### src/rtl/dmem_port_arbiter.sv
// Two-requester arbiter and byte-beat sequencer for the dual-port byte-wide data BRAM.
// Each access is split into port-A/port-B beats; read bytes are assembled little-endian.
module dmem_port_arbiter #(
    parameter int unsigned ADDR_W   = 12,
    parameter bit          RST_PRIO = 1'b0
) (
    input  logic              clk,
    input  logic              rst,
    input  logic              req0,
    input  logic              req1,
    input  logic              we0,
    input  logic              we1,
    input  logic [31:0]       addr0,
    input  logic [31:0]       addr1,
    input  logic [1:0]        width0,
    input  logic [1:0]        width1,
    input  logic [31:0]       wdata0,
    input  logic [31:0]       wdata1,
    output logic [31:0]       rdata,
    output logic              done0,
    output logic              done1,
    output logic [1:0]        gnt,
    output logic              busy,
    output logic              en,
    output logic              wea,
    output logic              web,
    output logic [ADDR_W-1:0] addr_a,
    output logic [ADDR_W-1:0] addr_b,
    output logic [7:0]        data_a,
    output logic [7:0]        data_b,
    input  logic [7:0]        recv_data_a,
    input  logic [7:0]        recv_data_b
);

    typedef enum logic [2:0] {S_IDLE, S_B0, S_B1, S_RD, S_DONE} state_e;

    state_e            state_q, state_d;
    logic              prio_q, prio_d;
    logic [1:0]        gnt_q, gnt_d;
    logic              we_q, we_d;
    logic [1:0]        width_q, width_d;
    logic [ADDR_W-1:0] addr_q, addr_d;
    logic [31:0]       wd_q, wd_d;
    logic [31:0]       rd_q, rd_d;
    logic              sel;

    logic unused_addr_bits;
    assign unused_addr_bits = ^{addr0[31:ADDR_W], addr1[31:ADDR_W]};

    always_ff @(posedge clk or negedge rst) begin
        if (!rst) begin
            state_q <= S_IDLE;
            prio_q  <= RST_PRIO;
            gnt_q   <= 2'b00;
            we_q    <= 1'b0;
            width_q <= 2'b00;
            addr_q  <= '0;
            wd_q    <= '0;
            rd_q    <= '0;
        end else begin
            state_q <= state_d;
            prio_q  <= prio_d;
            gnt_q   <= gnt_d;
            we_q    <= we_d;
            width_q <= width_d;
            addr_q  <= addr_d;
            wd_q    <= wd_d;
            rd_q    <= rd_d;
        end
    end

    assign gnt  = gnt_q;
    assign busy = (state_q != S_IDLE);

    always_comb begin
        state_d = state_q;
        prio_d  = prio_q;
        gnt_d   = gnt_q;
        we_d    = we_q;
        width_d = width_q;
        addr_d  = addr_q;
        wd_d    = wd_q;
        rd_d    = rd_q;
        sel     = 1'b0;
        en      = 1'b0;
        wea     = 1'b0;
        web     = 1'b0;
        addr_a  = '0;
        addr_b  = '0;
        data_a  = 8'h00;
        data_b  = 8'h00;
        done0   = 1'b0;
        done1   = 1'b0;
        rdata   = 32'h0;
        unique case (state_q)
            S_IDLE: begin
                // Contention resolved by prio; any accept hands prio to the other side.
                if (req0 || req1) begin
                    sel     = (req0 && req1) ? prio_q : req1;
                    prio_d  = ~sel;
                    gnt_d   = sel ? 2'b10 : 2'b01;
                    we_d    = sel ? we1 : we0;
                    width_d = sel ? width1 : width0;
                    addr_d  = sel ? addr1[ADDR_W-1:0] : addr0[ADDR_W-1:0];
                    wd_d    = sel ? wdata1 : wdata0;
                    rd_d    = 32'h0;
                    state_d = S_B0;
                end
            end
            S_B0: begin
                en      = 1'b1;
                addr_a  = addr_q;
                addr_b  = addr_q + ADDR_W'(1);
                data_a  = wd_q[7:0];
                data_b  = wd_q[15:8];
                wea     = we_q;
                web     = we_q && (width_q != 2'b00);
                state_d = width_q[1] ? S_B1 : (we_q ? S_DONE : S_RD);
            end
            S_B1: begin
                en      = 1'b1;
                addr_a  = addr_q + ADDR_W'(2);
                addr_b  = addr_q + ADDR_W'(3);
                data_a  = wd_q[23:16];
                data_b  = wd_q[31:24];
                wea     = we_q;
                web     = we_q;
                if (!we_q) rd_d[15:0] = {recv_data_b, recv_data_a};
                state_d = we_q ? S_DONE : S_RD;
            end
            S_RD: begin
                case (width_q)
                    2'b00:   rd_d = {24'h0, recv_data_a};
                    2'b01:   rd_d = {16'h0, recv_data_b, recv_data_a};
                    default: rd_d = {recv_data_b, recv_data_a, rd_q[15:0]};
                endcase
                state_d = S_DONE;
            end
            S_DONE: begin
                done0   = gnt_q[0];
                done1   = gnt_q[1];
                rdata   = we_q ? 32'h0 : rd_q;
                gnt_d   = 2'b00;
                state_d = S_IDLE;
            end
            default: state_d = S_IDLE;
        endcase
    end

endmodule

### config.mk
export PLATFORM = sky130hd
export DESIGN_NAME = dmem_port_arbiter
export DESIGN_NICKNAME = d
export VERILOG_FILES = /design/src/rtl/dmem_port_arbiter.sv
export SDC_FILE = /design/constraint.sdc
export NUM_CORES = 1
export LEC_CHECK = 0
export ABC_AREA = 1
export CORE_ASPECT_RATIO = 0.5
export CORE_MARGIN = 3
export CORE_UTILIZATION = 37
export DETAILED_ROUTE_END_ITERATION = 7
export PLACE_DENSITY = 0.85
export SYNTH_ARGS = -nofsm -noshare
export SYNTH_HDL_FRONTEND = slang
export SYNTH_SLANG_ARGS = --single-unit
### constraint.sdc
create_clock -name clk -period 1.9 [get_ports clk]
set_clock_uncertainty 0.1 [all_clocks]
set_input_delay 0.19 -clock clk [delete_from_list [all_inputs] [get_ports clk]]
set_output_delay 0.19 -clock clk [all_outputs]
set_load 0.05 [all_outputs]
Word-level counts from Yosys, hierarchy flattened --
Cells that the tools add are included.
Word-level totals: register bits after elaboration 85
Operators by class: bitwise logic cells 1, add/subtract/negate cells 3, reduce and logical (&&, ||, !) cells 15, multiplexer cells 28, equal/unequal tests 8
Operators by type and width (count):
- two-way mux 32 bit | 4
- one-hot mux 32 bit (2 select lines) | 1
- one-hot mux 12 bit (2 select lines) | 2
- one-hot mux 16 bit (3 select lines) | 1
- one-hot mux 16 bit (2 select lines) | 1
- one-hot mux 8 bit (2 select lines) | 2
- adder 12 x 2 -> 12 bit (second input constant) | 2
- two-way mux 16 bit | 1
- adder 12 x 1 -> 12 bit (second input constant) | 1
- two-way mux 12 bit | 1
- one-hot mux 3 bit (4 select lines) | 1
- two-way mux 3 bit | 3
- == test 3 x 2 -> 1 bit (second input constant) | 2
- two-way mux 1 bit | 6
- two-way mux 2 bit | 3
- AND reduction 2 bit | 3
- nonzero test 2 bit | 3
- nonzero test 3 bit | 2
- != test 2 bit (second input constant) | 2
- one-hot mux 2 bit (2 select lines) | 1
- AND reduction 4 bit | 1
- == test 3 x 1 -> 1 bit (second input constant) | 1
- == test 3 bit (second input constant) | 1
- zero test 3 bit | 1
- 8 further kinds | 9

Depth between registers and ports, before layout --
word-level depth 5, mapped depth 11

Worst setup path after synthesis --
Ideal clock, no wire load.
kind register to output, from register state_q[2], to output port addr_b[8], arrival time 2549 ps, cell stages (with the launch flop) 7, required time 1610 ps, path slack -939 ps, buffers on the path 0, cell sequence dfrtp_1 inv_2 nand3_4 fa_1 nor2_1 a21oi_1 nor3b_1
On the way: longest elaborated chain between the ends 2, elaborated cells between the ends (all ways) 3, those cells by class 2 x eq/ne; 1 x mux
Ends and longest elaborated chain:
- from (decl) | RTL line 37 | state_e state_q, state_d;
- from (signal assigned) | RTL line 61 | state_q <= state_d;
- == test 3 x 2 -> 1 bit / == test 3 x 1 -> 1 bit (equally long branches) | RTL line 95 | unique case (state_q)
- one-hot mux 12 bit (2 select lines) * | RTL line 95
- to (decl) | RTL line 28 | output logic [ADDR_W-1:0] addr_b,
Every way passes the cells marked *; elsewhere a longest branch is shown, timed or not.

Worst setup path in the final report --
from register state_q[0], to output port addr_b[9]
Same word-level chain as after synthesis.

==> results.cfg <==
[status]
status = finished, violations left
violations = negative setup slack

[sta]
final.min_clock_period_ps = 2480
rsz0062_at_grt = true
tightestPinTransition_ps = 423
fmax_mhz = 403
relSlewSlack = 0.715
drv_slew = 0
hold-worst-slack_ps = 186
finalSetupViolCount = 141
hold_viol = 0
fin_ws_ps = -582
fin_crit_sh = 1.31

[layout]
fin_cells = 1094
num-nets-final = 1082
n_antenna_cell = 0
drive_above_1_share = 0.361
area_growth_pct = 107
design_area_mm2 = 0.0100

[setup_path]
path_cells = inv_2 > nand3_4 > buf_12 > inv_8 > ha_4 > nand3_4 > nand2_8 > nand3b_1 > nand2_1 > nand2_2 > nor2_4 > buf_12
cp.required_ps = 1610
crit_path_start_kind = flop
slowest_delay_ps = 410
crit_buf_inv = 4
critPathSlowestCell = dfrtp_1
critPathLaunch = state_q[0]$_DFFE_PN0N_
cp.arrival_ps = 2190
r2r_start = state_q[0]$_DFFE_PN0N_
crit_type = reg -> out
cp-end-kind = output port
cp_top_family = simple AND/OR/NAND/NOR gates
crit_path_max_fanout = 6

[clock_tree]
cts_buffers = 9
cts_tree = yes
clockBufferDepth = 2
cts_num_sinks = 85
cts-root-buf = clkbuf_16
h-tree-depth = 3
clk_pin_slew_ps = 70
clock_latency_ps = 350

[grt]
grt_overflow_total = 0
grtUsageTotal = 0.303
antenna_found_initial = 0
grt_pass1_wl_um = 35000
grt_pass1_vias = 6332
grt_start_max_net_pins = 49

[detailed_routing]
routedWlPerCell_um = 24.8
drc = 0
met1_length_um = 9460
highest_layer = met4
ant_nets = 0
drtIter0Drc = 960
vias = 6704
vias_per_cell = 6.13
wl_met3_um = 3170
dr_wl_met2_um = 12400
drt-pass1-iter-count = 7
routed_wl_um = 27100

[die]
rows = 28
fp.dieW_um = 168
fp.dieH_um = 87.0
ioPinCount = 234
start_util = 0.394
core_area_mm2 = 0.0123
dieArea_mm2 = 0.0146

[synth]
avgSynthCellArea_um2 = 7.25
synth_top_area_cell = dfrtp_1
synth_fp_nets = 826
syn_inst = 669
ys_seq_elements = 85
synth_area_leaders = dfrtp_1 (44%), nand2_1 (13%), nor2_1 (9.5%), o21ai_0 (9.1%), nand3_1 (3.6%)
synth_top_cell_area_share = 0.439
synth-simple-area-share = 0.288
ys_types = 30
synth_compound_area_frac = 0.177
synth_mux_area_frac = 0
synth_adder_area_share = 0.00929
seq_area_frac_synth = 0.439
yosysWarnings = 0
syn_area_mm2 = 0.00485
synth_top_family_by_area = simple AND/OR/NAND/NOR gates
post_synth_xor_area_fraction = 0.00542

[power]
p_leak_nw = 4.24
total_power_w = 0.0187
power_density_mw_per_mm2 = 1860
ir_worst_vdd_uv = 811

[place]
place_ws_ps = -77.0
routabilityCongestion = 0.905
dpl_cell_area_mm2 = 0.00809
dp.cells = 1027
io_buffers = 193
hpwl_um = 12800

[hold_path]
min-delay-path-class = in -> async

[job]
maxCapViolations = 0
## Yosys cell counts
| library cell | n |
|---|---|
| a21oi_1 | 7 |
| a21oi_4 | 1 |
| a22o_1 | 16 |
| buf_1 | 2 |
| buf_2 | 11 |
| buf_4 | 7 |
| buf_6 | 4 |
| clkbuf_1 | 14 |
| dfrtp_1 | 85 |
| fa_1 | 1 |
| ha_1 | 2 |
| inv_1 | 42 |
| inv_2 | 6 |
| nand2_1 | 165 |
| nand2_2 | 3 |
| nand2_4 | 2 |
| nand3_1 | 35 |
| nand3_4 | 1 |
| nand3b_1 | 1 |
| nand3b_2 | 1 |
| nand4_1 | 1 |
| nor2_1 | 123 |
| nor2_2 | 2 |
| nor2_4 | 3 |
| nor3_1 | 1 |
| nor3b_1 | 1 |
| o21ai_0 | 88 |
| o21ai_1 | 23 |
| o22ai_1 | 18 |
| xor2_1 | 3 |
## worst paths after layout
path                       depth (start not counted)                     to  slack (ps)
max in group asynchronous                          3  addr_q[1]$_DFFE_PN0P_         920
hold reg to reg                                    2    rd_q[6]$_DFFE_PN0P_         380
setup reg to reg                                  10   wd_q[14]$_DFFE_PN0P_        -190
min in group clk                                   3   wd_q[10]$_DFFE_PN0P_         350
hold / removal                                     2    wd_q[2]$_DFFE_PN0P_         190
setup / recovery                                  12              addr_b[9]        -580
## cells in the final DEF, fill, tap and decap left out, drive strengths merged, types with 2 or more instances in the layout
master         netlist  layout
clkbuf              14      13
dfrtp               85      85
o21ai              111     111
nand2              170     170
nand3b               2       2
ha                   2       2
xor2                 3       3
inv                 48      48
clkinv               0       2
buf                 24     166
bufinv               0       3
clkdlybuf4s50        0     112
nor2               128     128
nand3               36      36
a22o                16      16
o22ai               18      18
a21oi                8       8
## metrics by stage
step                utilization  setup TNS (ps)
floorplan                     -           -3800
global placement          0.658           -12.8
detailed placement        0.658            -155
CTS                       0.761           -8960
global route              0.817          -32290
finish                    0.817          -30210
## flip-flops by register name (all words and copies together), names as in the netlist
| name | flops |
|---|---|
| rd_q | 32 |
| prio_q | 1 |
| gnt | 2 |
| addr_q | 12 |
| wd_q | 32 |
| width_q | 2 |
| we_q | 1 |
| state_q | 3 |
## power breakdown
group / switching, W / internal (W)
combinational: 0.00763 / 0.00557
clock: 0.000796 / 0.00128
sequential: 0.000820 / 0.00262
total: 0.00925 / 0.00947
## cells by family after synthesis
kind of cell	Yosys count
AO/OA/AOI/OAI	153
adder cells (fa/ha/maj)	3
XOR/XNOR	3
flip-flops	85
buffers and inverters	86
AND/OR/NAND/NOR	339
## cell type report
type | instances | area, um2
repair buffers | 283 | 3860
multi-input cells | 498 | 3300
clock buffers | 9 | 225
well taps | 165 | 206
inverters | 48 | 200
flip-flops and latches | 85 | 2130
clock inverters | 6 | 111
fillers | 559 | 2260
## routing by layer
metal | track usage | vias to the layer above
li1 | - | 2690
met2 | 0.528 | 688
met1 | 0.365 | 3123
met4 | 0.150 | 0
met3 | 0.0612 | 203
met5 | 0 | -
## timing repair
item	4_1_cts	5_1_grt
hold endpoints to repair	66	0
resized for setup	165	101
pin swaps	19	23
setup buffers	18	30
endpoints found under the setup margin	76	110
hold buffers	1	0
gates cloned	4	5
Power figures use the tool's default switching activity.
